## config.mk

```make
export PLATFORM = sky130hd
export DESIGN_NAME = seq_linear_classifier
export DESIGN_NICKNAME = d
export VERILOG_FILES = /design/src/rtl/seq_linear_classifier.sv
export SDC_FILE = /design/constraint.sdc
export NUM_CORES = 1
export LEC_CHECK = 0
export BUFFER_PORTS_ARGS = -buffer_cell sky130_fd_sc_hd__buf_2
export CORE_MARGIN = 4
export CORE_UTILIZATION = 55
export CTS_BUF_LIST = sky130_fd_sc_hd__clkbuf_4 sky130_fd_sc_hd__clkbuf_8
export CTS_CLUSTER_DIAMETER = 80
export DETAILED_ROUTE_END_ITERATION = 10
export PLACE_DENSITY = 0.86
export RECOVER_POWER = 100
export SYNTH_ARGS = -nofsm -noshare
export SYNTH_HDL_FRONTEND = slang
export SYNTH_SLANG_ARGS = --single-unit
export TNS_END_PERCENT = 10
```

## constraint.sdc

```tcl
create_clock -name clk -period 7.75 [get_ports clk]
set_input_delay 0 -clock clk [delete_from_list [all_inputs] [get_ports clk]]
set_output_delay 0 -clock clk [all_outputs]
set_load 0.1 [all_outputs]
```

## src/rtl/seq_linear_classifier.sv

```systemverilog
// seq_linear_classifier: one shared multiply-accumulate stepped over class/feature pairs, tracking a running max/argmax
module seq_linear_classifier #(
  parameter int WIDTH    = 8,
  parameter int FEATURES = 2,
  parameter int C_WIDTH  = 1
) (
  input  logic                                   clk,
  input  logic                                   rst,
  input  logic                                   in_valid,
  output logic                                   in_ready,
  input  logic [FEATURES*WIDTH-1:0]              features,
  input  logic [(2**C_WIDTH)*FEATURES*WIDTH-1:0] weights,
  output logic                                   out_valid,
  input  logic                                   out_ready,
  output logic [WIDTH-1:0]                       r_value,
  output logic [C_WIDTH-1:0]                     r_class,
  output logic                                   busy
);
  localparam int CLASSES = 2**C_WIDTH;
  localparam int FW = FEATURES > 1 ? $clog2(FEATURES) : 1;
  localparam logic [FW-1:0] F_LAST = FW'(FEATURES-1);
  localparam logic [C_WIDTH-1:0] C_LAST = '1;
  typedef enum logic [1:0] {IDLE, RUN, DONE} state_t;
  state_t state;
  logic [FEATURES*WIDTH-1:0] feat_r;
  logic [CLASSES*FEATURES*WIDTH-1:0] w_r;
  logic [FW-1:0] f;
  logic [C_WIDTH-1:0] c, max_idx, best_idx;
  logic [WIDTH-1:0] acc, max_val, prod, sum, best_val;
  logic take;
  assign in_ready = state == IDLE;
  assign busy = state != IDLE;
  // strict compare keeps the lowest class index on ties; class 0 always seeds the max
  always_comb begin
    prod = feat_r[int'(f)*WIDTH +: WIDTH] * w_r[(int'(c)*FEATURES + int'(f))*WIDTH +: WIDTH];
    sum = acc + prod;
    take = c == '0 || sum > max_val;
    best_val = take ? sum : max_val;
    best_idx = take ? c : max_idx;
  end
  always_ff @(posedge clk) begin
    if (rst) begin
      state <= IDLE;
      out_valid <= 1'b0;
      r_value <= '0;
      r_class <= '0;
      acc <= '0;
      max_val <= '0;
      max_idx <= '0;
      f <= '0;
      c <= '0;
    end else begin
      case (state)
        IDLE: if (in_valid) begin
          feat_r <= features;
          w_r <= weights;
          acc <= '0;
          max_val <= '0;
          max_idx <= '0;
          f <= '0;
          c <= '0;
          state <= RUN;
        end
        RUN: if (f == F_LAST) begin
          acc <= '0;
          f <= '0;
          c <= c + 1'b1;
          max_val <= best_val;
          max_idx <= best_idx;
          if (c == C_LAST) begin
            r_value <= best_val;
            r_class <= best_idx;
            out_valid <= 1'b1;
            state <= DONE;
          end
        end else begin
          acc <= sum;
          f <= f + 1'b1;
        end
        DONE: if (out_ready) begin
          out_valid <= 1'b0;
          state <= IDLE;
        end
        default: state <= IDLE;
      endcase
    end
  end
endmodule

```

==> out/results.tsv, run 1 <==
stage	metric	value	unit
timing	worst hold slack	119.9	ps
clock_tree	Resized cells post-CTS	0	
finish	Fillers	462	
logic_synthesis	post-synthesis register bit count	79	
worst_hold_path	min-delay worst type	in -> reg	
timing	Final Skew	19.80	ps
placement	Placer Congestion	0.8594	
logic_synthesis	syn nets	450	
clock_tree	Clock Sinks	79	
run	number of max-cap violations	1	
clock_tree	TritonCTS Buffers	9	
logic_synthesis	largest cells by area after synthesis	edfxtp_1 34%, dfxtp_1 15%, fa_1 8.5%	
logic_synthesis	Yosys cell types	42	
drt	total routed wirelength	11.15	mm
timing	fmax	0.1465	GHz
setup_path	CP Class	reg -> reg	
power_and_ir_drop	PD cells	301.5	nW/um^2
timing	Slew @ Worst Pin	2619	ps
logic_synthesis	EDFF count, synth	48	
setup_path	CP Capture Type	register	
logic_synthesis	cells after synthesis	355	
timing	Slew Limit Fails	49	
global_route	Top Usage Layer GRT	met2	
logic_synthesis	Synth area leader	edfxtp_1	
die	core area	7370	sq um
finish	layout cells sized above 1	15.01	%
placement	PortBufs	63	
finish	synth-to-layout area growth	24.71	%
clock_tree	CTS max path bufs	2	
clock_tree	CTS tree	done	
setup_path	Critical Path Fanout Max	12	
drt	drc violations	0	
power_and_ir_drop	total power after layout	1.590	mW
setup_path	Worst Path Arrival	7080	ps
global_route	grt total ovfl	0	
timing	count of final setup violators	0	
drt	Post-DRT Antenna Nets	0	
logic_synthesis	sequential-to-total area share from yosys stat	48.77	%
drt	vias per inst	5.584	
timing	final setup margin	924.8	ps
global_route	Tot GR Track Use	26.05	%
timing	fin crit share	88.07	%
finish	post-route cell area	5273	sq um
setup_path	CP Launch Type	register	
global_route	met3 Track Usage GR	6.235	%
clock_tree	Clock H-tree levels	3	
logic_synthesis	Yosys top cell area share	34.09	%
placement	dpl ws	1050	ps
die	I/O Pins	64	
timing	min Tclk post-route	6825	ps
drt	via count	3194	
clock_tree	post-CTS setup buffers	0	
die	row count	31	
logic_synthesis	Top FF cell, synth	edfxtp_1	
global_route	largest net degree at the start of global routing	49	
global_route	initial antenna violation count	1	
global_route	vias in the first global route	3267	
logic_synthesis	Syn Area/Cell	11.91	sq um
status	status	complete, but fails checks	
drt	TritonRoute pass-1 iters	5	
timing	setup tns final	0	ps
clock_tree	hold buffer count at cts	49	
timing	RSZ-0062 raised after global routing	false	
die	Starting Density	57.37	%
finish	NumNets Final	563	
timing	Hold Vio Cnt, Final	0	
logic_synthesis	top cells by count, synth	48 x edfxtp_1, 48 x inv_1, 33 x nand2_1, 31 x dfxtp_1, 26 x nor2_1	
global_route	global-route wire length before repair	17.36	mm
global_route	met1 Use GR	31.64	%
die	Die Ht	95.68	um
clock_tree	Clk pin slew, worst setup/hold paths	100	ps
die	chip width	95.68	um
finish	Final Non-Filler Cells	572	
global_route	met2 Resource Use GR	44.76	%
drt	DRT iter0 DRCs	252	
timing	Slew Limit Headroom	-74.61	%
power_and_ir_drop	Max IR drop VDD	0.0001907	V
drt	wire per inst	19.49	um
finish	# diodes	0	
clock_tree	CTS root buf	clkbuf_8	
power_and_ir_drop	Lkg Pwr	2.142	nW
die	die area	9154	sq um
status	violations in the final reports	max-capacitance violations, max-slew violations	
placement	Placed Area	4621	sq um
logic_synthesis	Synth Cell Area	4228	sq um
clock_tree	worst skew pair latency	360	ps
finish	fin util	71.55	%
logic_synthesis	Post-synth ARST share	0	%
setup_path	Worst Path Required	8000	ps
logic_synthesis	YS warnings	0	
placement	dpl cells	507	
placement	Detail Placement HPWL	5.971	mm
[area by class of cell]
class / count / area (sq um) / area share [%]
Clock inverter: 6 / 70.07 / 1.329
Sequential cell: 79 / 2062 / 39.11
Tap cell: 99 / 123.9 / 2.349
Clock buffer: 10 / 131.4 / 2.492
Multi-Input combinational cell: 216 / 1918 / 36.38
Timing Repair Buffer: 114 / 787.0 / 14.93
Inverter: 48 / 180.2 / 3.417
[report_power, final]
part | switching [mW] | internal, mW
Sequential | 0.0171 | 0.472
Combinational | 0.440 | 0.331
Clock | 0.175 | 0.154
[flip-flops by register name (all words and copies together), names as in the netlist]
register / cells
max_val: 8
feat_r: 16
c: 1
max_idx: 1
w_r: 32
r_class: 1
out_valid: 1
r_value: 8
state: 2
acc: 8
f: 1
[kinds of logic after synthesis]
family / synth area share, %
simple gates: 9.174
flops: 48.77
buf+inv: 5.830
compound gates: 8.139
fa+ha+maj: 15.92
mux: 8.168
xor+xnor: 3.995
[worst paths after layout]
path | startpoint | endpoint | slack [ps] | cells after the start
hold reg to reg | r_value[1]$_SDFFE_PP0P_ | r_value[1]$_SDFFE_PP0P_ | 500 | 2
setup / recovery | f$_SDFFE_PP0P_ | r_value[6]$_SDFFE_PP0P_ | 920 | 20
hold / removal | rst | acc[4]$_SDFFE_PP0P_ | 120 | 2
setup reg to reg | f$_SDFFE_PP0P_ | r_value[6]$_SDFFE_PP0P_ | 920 | 20
[worst max-delay path: stages (launching register included)]
cell      delay [ps]
dfxtp_1          640
mux4_1           780
nand2_1          160
fa_1             460
fa_1             510
inv_1             50
fa_1             480
inv_1             50
fa_1             520
inv_1             40
ha_1             310
a21oi_1          150
xnor3_1          410
xnor3_1          250
ha_1             330
a21oi_1          160
o21ai_0          100
o22ai_1          400
nand2_1          400
mux2i_1          220
a211oi_1         280
[metal layers]
layer	vias up	part of all wire, %
li1	1455	-
met1	1536	39
met2	172	51
met3	31	7.4
met4	0	3.1
met5	-	0
[layout by cell type (no fill, tap or decap), types with 18 or more instances in the layout]
cell           synthesis  layout
nor2_1                26      26
fa_1                  18      18
edfxtp_1              48      48
clkbuf_1               7      25
dlygate4sd3_1          0      49
buf_2                  2      38
inv_1                 48      48
dfxtp_1               31      31
ha_1                  25      25
nand2_1               33      33
Power figures use the tool's default switching activity.
==> inputs of run 2 (changes only) <==
- PLACE_DENSITY: 0.86 -> 0.77
==> out/results.tsv, run 2 (same netlist as run 1, synthesis figures left out) <==
stage	metric	value	unit
finish	Top Registers	w_r x32, feat_r x16	
timing	Final Skew	13.25	ps
clock_tree	Clock Sinks	79	
timing	fmax	0.1441	GHz
drt	wire per inst	17.51	um
finish	FF+latch area	2062	sq um
global_route	Tot GR Track Use	24.27	%
global_route	initial antenna violation count	0	
worst_hold_path	min-delay worst type	in -> reg	
die	chip width	95.68	um
placement	Placer Congestion	0.8558	
global_route	vias in the first global route	3285	
finish	Largest register FFs	32	
global_route	largest net degree at the start of global routing	49	
die	die area	9154	sq um
placement	dpl cells	509	
run	number of max-cap violations	1	
setup_path	CP Capture Type	register	
clock_tree	CTS tree	done	
timing	Slew @ Worst Pin	2434	ps
clock_tree	Resized cells post-CTS	0	
die	I/O Pins	64	
power_and_ir_drop	Lkg Pwr	2.163	nW
die	Die Ht	95.68	um
status	status	complete, but fails checks	
timing	min Tclk post-route	6941	ps
worst_hold_path	WHS Path Cells	2	
finish	Largest Register	w_r	
clock_tree	TritonCTS Buffers	9	
global_route	global-route wire length before repair	16.42	mm
clock_tree	worst skew pair latency	350	ps
clock_tree	CTS root buf	clkbuf_8	
timing	Hold Vio Cnt, Final	0	
setup_path	Worst Path Arrival	7200	ps
drt	Post-DRT Antenna Nets	0	
timing	Slew Limit Fails	49	
setup_path	CP Launch Type	register	
global_route	grt total ovfl	0	
clock_tree	Clk pin slew, worst setup/hold paths	90	ps
finish	layout cells sized above 1	16.00	%
finish	NumNets Final	565	
die	row count	31	
timing	Slew Limit Headroom	-62.26	%
finish	commonest cells after routing, fill and taps aside	49 x dlygate4sd3_1, 48 x inv_1, 48 x edfxtp_1	
drt	TritonRoute pass-1 iters	5	
finish	# diodes	0	
finish	commonest non-fill, non-tap cell in the layout	dlygate4sd3_1	
power_and_ir_drop	Max IR drop VDD	0.0001841	V
setup_path	Critical Path Fanout Max	9	
timing	setup tns final	0	ps
die	Starting Density	57.37	%
clock_tree	CTS max path bufs	2	
setup_path	Worst Reg-to-Reg Cells	21	
placement	Detail Placement HPWL	5.833	mm
drt	vias per inst	5.282	
setup_path	Worst Path Required	8010	ps
clock_tree	Clock H-tree levels	3	
drt	total routed wirelength	10.05	mm
timing	fin crit share	89.56	%
placement	PortBufs	63	
die	core area	7370	sq um
timing	RSZ-0062 raised after global routing	false	
timing	count of final setup violators	0	
drt	via count	3032	
status	violations in the final reports	max-capacitance violations, max-slew violations	
finish	area of the multi-input gates	1918	sq um
power_and_ir_drop	PD cells	295.6	nW/um^2
setup_path	CP Class	reg -> reg	
drt	DRT iter0 DRCs	142	
finish	synth-to-layout area growth	24.89	%
finish	Fillers	522	
drt	drc violations	0	
finish	Final Non-Filler Cells	574	
run 2: cell types whose count changed in the layout (fill, tap and decap cells not counted), sizes merged:
cell | previous run | this run
clkinv | 1 | 2
clkinvlp | 3 | 2
clkbuf | 36 | 32
buf | 39 | 45
run 2: through the flow:
step                utilization (%)  area (sq um)  setup WS [ps]  hold WS [ps]  total power [mW]
finish                        71.65          5280          808.8         145.4             1.561
global route                  71.65          5280          295.0         151.0             1.700
CTS                           72.17          5319          865.3         137.7             1.561
detailed placement            62.90          4636          881.7         178.1             1.247
global placement              62.90          4636           1182         176.3             1.209
floorplan                         -          4228           1818         78.02             1.084
run 2: cell type report:
| cell class | count | area share [%] |
|---|---|---|
| Clock buffer | 10 | 2.488 |
| Clock inverter | 6 | 1.161 |
| Inverter | 48 | 3.412 |
| Multi-Input combinational cell | 216 | 36.33 |
| Sequential cell | 79 | 39.05 |
| Tap cell | 99 | 2.346 |
| Timing Repair Buffer | 116 | 15.21 |
run 2: power breakdown:
| part | internal, mW | leakage [nW] | switching (mW) |
|---|---|---|---|
| registers | 0.471 | 0.695 | 0.0142 |
| logic | 0.332 | 1.37 | 0.433 |
| clock network | 0.152 | 0.0960 | 0.159 |
run 2: final timing paths:
kind                                 from                 endpoint  slack [ps]
setup / recovery           f$_SDFFE_PP0P_  r_value[6]$_SDFFE_PP0P_         810
hold / removal                        rst  max_val[1]$_SDFFE_PP0P_         150
setup reg to reg           f$_SDFFE_PP0P_  r_value[6]$_SDFFE_PP0P_         810
hold reg to reg   r_value[4]$_SDFFE_PP0P_  r_value[4]$_SDFFE_PP0P_         460
run 2: repair_timing:
action / CTS / global route
setup buffers: 0 / 0
hold buffers: 49 / 0
setup endpoints to repair: 0 / 0
hold endpoints to repair: 49 / 0
run 2: critical path: stages (launching register included):
cell      delay (ps)
dfxtp_1          610
clkbuf_1         390
mux4_2           690
nand2_1          120
fa_1             430
fa_1             510
inv_1             50
fa_1             470
inv_1             50
fa_1             530
inv_1             40
ha_1             310
a21oi_1          140
xnor3_1          400
xnor3_1          250
ha_1             340
a21oi_1          160
o21ai_0          100
o22ai_1          410
nand2_1          380
mux2i_1          200
a211oi_1         250
run 2: routing by layer:
metal  vias to the layer above  wire [um]  GRT usage (%)
met5                         -          0              0
met2                        96       5269          42.39
li1                       1462          -              -
met1                      1456       4041          29.74
met4                         0        221          7.820
met3                        18        517          5.446
==> inputs of run 3 (changes only) <==
- CTS_BUF_LIST: sky130_fd_sc_hd__clkbuf_4 sky130_fd_sc_hd__clkbuf_8 -> default
- MAX_ROUTING_LAYER: default -> met4
==> out/results.tsv, run 3 (same netlist as run 1, synthesis figures left out) <==
stage	metric	value	unit
global_route	global-route wire length before repair	16.47	mm
timing	Hold Vio Cnt, Final	0	
drt	vias per inst	5.265	
placement	PortBufs	63	
setup_path	Slowest-stage cell, CP	mux4_2	
run	number of max-cap violations	1	
setup_path	CP Launch Type	register	
timing	Slew Limit Headroom	-63.62	%
setup_path	Worst Path Arrival	7210	ps
timing	Final Skew	15.83	ps
setup_path	CP Cell Sequence	clkbuf_1 -> mux4_2 -> nand2_1 -> fa_1 -> fa_1 -> inv_1 -> fa_1 -> inv_1 -> fa_1 -> inv_1 -> ha_1 -> a21oi_1 -> xnor3_1 -> xnor3_1 -> ha_1 -> a21oi_1 -> o21ai_0 -> o22ai_1 -> nand2_1 -> mux2i_1 -> a211oi_1	
drt	TritonRoute pass-1 iters	4	
clock_tree	CTS tree	done	
global_route	initial antenna violation count	0	
worst_hold_path	WHS Path Cells	2	
drt	met2 wire length	5.120	mm
die	die area	9154	sq um
worst_hold_path	min-delay worst type	in -> reg	
timing	final setup margin	801.7	ps
die	Die Ht	95.68	um
drt	wire per inst	17.49	um
finish	commonest non-fill, non-tap cell in the layout	dlygate4sd3_1	
die	Starting Density	57.37	%
global_route	largest net degree at the start of global routing	49	
timing	fmax	0.1439	GHz
drt	max layer used	met4	
finish	NumNets Final	565	
setup_path	most used cell, CP	fa_1	
finish	# diodes	0	
setup_path	Worst Reg-to-Reg Cells	21	
clock_tree	TritonCTS Buffers	9	
finish	Largest Register	w_r	
status	violations in the final reports	max-capacitance violations, max-slew violations	
die	core area	7370	sq um
timing	Slew Limit Fails	49	
timing	count of final setup violators	0	
drt	DRT iter0 DRCs	213	
die	I/O Pins	64	
drt	drc violations	0	
drt	via count	3022	
global_route	Tot GR Track Use	24.97	%
timing	setup tns final	0	ps
finish	layout cells sized above 1	15.79	%
finish	Largest register FFs	32	
placement	Placer Congestion	0.8694	
global_route	grt total ovfl	0	
global_route	vias in the first global route	3281	
clock_tree	Clock H-tree levels	3	
timing	RSZ-0062 raised after global routing	false	
worst_hold_path	WHS Endpoint	max_val[1]$_SDFFE_PP0P_	
timing	fin crit share	89.66	%
clock_tree	Clk pin slew, worst setup/hold paths	90	ps
setup_path	CP Capture Type	register	
die	row count	31	
worst_hold_path	hold path start	rst	
die	chip width	95.68	um
placement	dpl ws	881.7	ps
clock_tree	Clock Sinks	79	
clock_tree	worst skew pair latency	350	ps
status	status	complete, but fails checks	
drt	Metal-1 WL	4.118	mm
drt	Post-DRT Antenna Nets	0	
power_and_ir_drop	Lkg Pwr	2.159	nW
power_and_ir_drop	PD cells	297.0	nW/um^2
finish	commonest cells after routing, fill and taps aside	49 x dlygate4sd3_1, 48 x inv_1, 48 x edfxtp_1	
setup_path	Worst path max stage delay	700	ps
setup_path	CP Class	reg -> reg	
finish	synth-to-layout area growth	24.80	%
clock_tree	CTS max path bufs	2	
clock_tree	post-CTS setup buffers	0	
setup_path	worst reg2reg path endpoint	r_value[6]$_SDFFE_PP0P_	
finish	Top Registers	w_r x32, feat_r x16	
drt	total routed wirelength	10.04	mm
timing	Slew @ Worst Pin	2454	ps
power_and_ir_drop	Max IR drop VDD	0.0002031	V
timing	min Tclk post-route	6948	ps
setup_path	Critical Path Fanout Max	9	
clock_tree	CTS root buf	clkbuf_8	
drt	DR WL met3	485	um
setup_path	R2R Setup Slk	800	ps
setup_path	Worst Path Required	8010	ps
setup_path	FF-to-FF Start	f$_SDFFE_PP0P_	
placement	Detail Placement HPWL	5.833	mm
[run 3: cell type report]
type                       instances  area, sq um
sequential                        79         2062
clock buffer                      10        127.6
multi-input combinational        216         1918
clock inverter                     6        61.31
tap                               99        123.9
fill                             513         2093
timing repair buffer             116        803.3
inverter                          48        180.2
[run 3: through the flow]
| stage | cells | cell area, sq um | hold slack [ps] | util, % | power [mW] |
|---|---|---|---|---|---|
| after floorplan | 355 | 4228 | 78.02 | - | 1.084 |
| after global placement | 509 | 4636 | 176.3 | 62.90 | 1.209 |
| after detailed placement | 509 | 4636 | 178.1 | 62.90 | 1.247 |
| after CTS | 574 | 5315 | 137.7 | 72.12 | 1.558 |
| after global routing | 574 | 5276 | 144.5 | 71.60 | 1.702 |
| final | 574 | 5276 | 136.6 | 71.60 | 1.567 |
[run 3: routing by layer]
metal	track usage (%)	vias to the layer above
met5	-	-
met1	30.31	1446
met3	5.288	22
met4	8.412	0
met2	41.52	93
li1	-	1461
[run 3: what timing repair did]
item | CTS | global route
hold buffers | 49 | 0
gates resized for setup | 0 | 0
hold endpoints to repair | 49 | 0
[run 3: worst max-delay path, delay by kind of cell (launching register included)]
kind / cells / cell delay, ps
fa+ha+maj: 6 / 2590
flops: 1 / 570
mux: 2 / 910
buf+inv: 4 / 530
xor+xnor: 2 / 660
compound gates: 5 / 1070
simple gates: 2 / 530
[run 3: how the worst max path moves through the flow]
stage,start,to,cells after the start
5_1_grt,f$_SDFFE_PP0P_,r_value[5]$_SDFFE_PP0P_,21
6_report,f$_SDFFE_PP0P_,r_value[6]$_SDFFE_PP0P_,21
3_3_place_gp,f$_SDFFE_PP0P_,r_value[5]$_SDFFE_PP0P_,21
3_5_place_dp,f$_SDFFE_PP0P_,r_value[6]$_SDFFE_PP0P_,21
2_1_floorplan,f$_SDFFE_PP0P_,r_value[6]$_SDFFE_PP0P_,21
4_1_cts,f$_SDFFE_PP0P_,r_value[6]$_SDFFE_PP0P_,21
[run 3: where the power goes]
part	switching, mW	total, mW	leakage, nW	internal (mW)
logic	0.436	0.768	1.37	0.331
registers	0.0138	0.485	0.695	0.471
clock network	0.166	0.314	0.0926	0.148
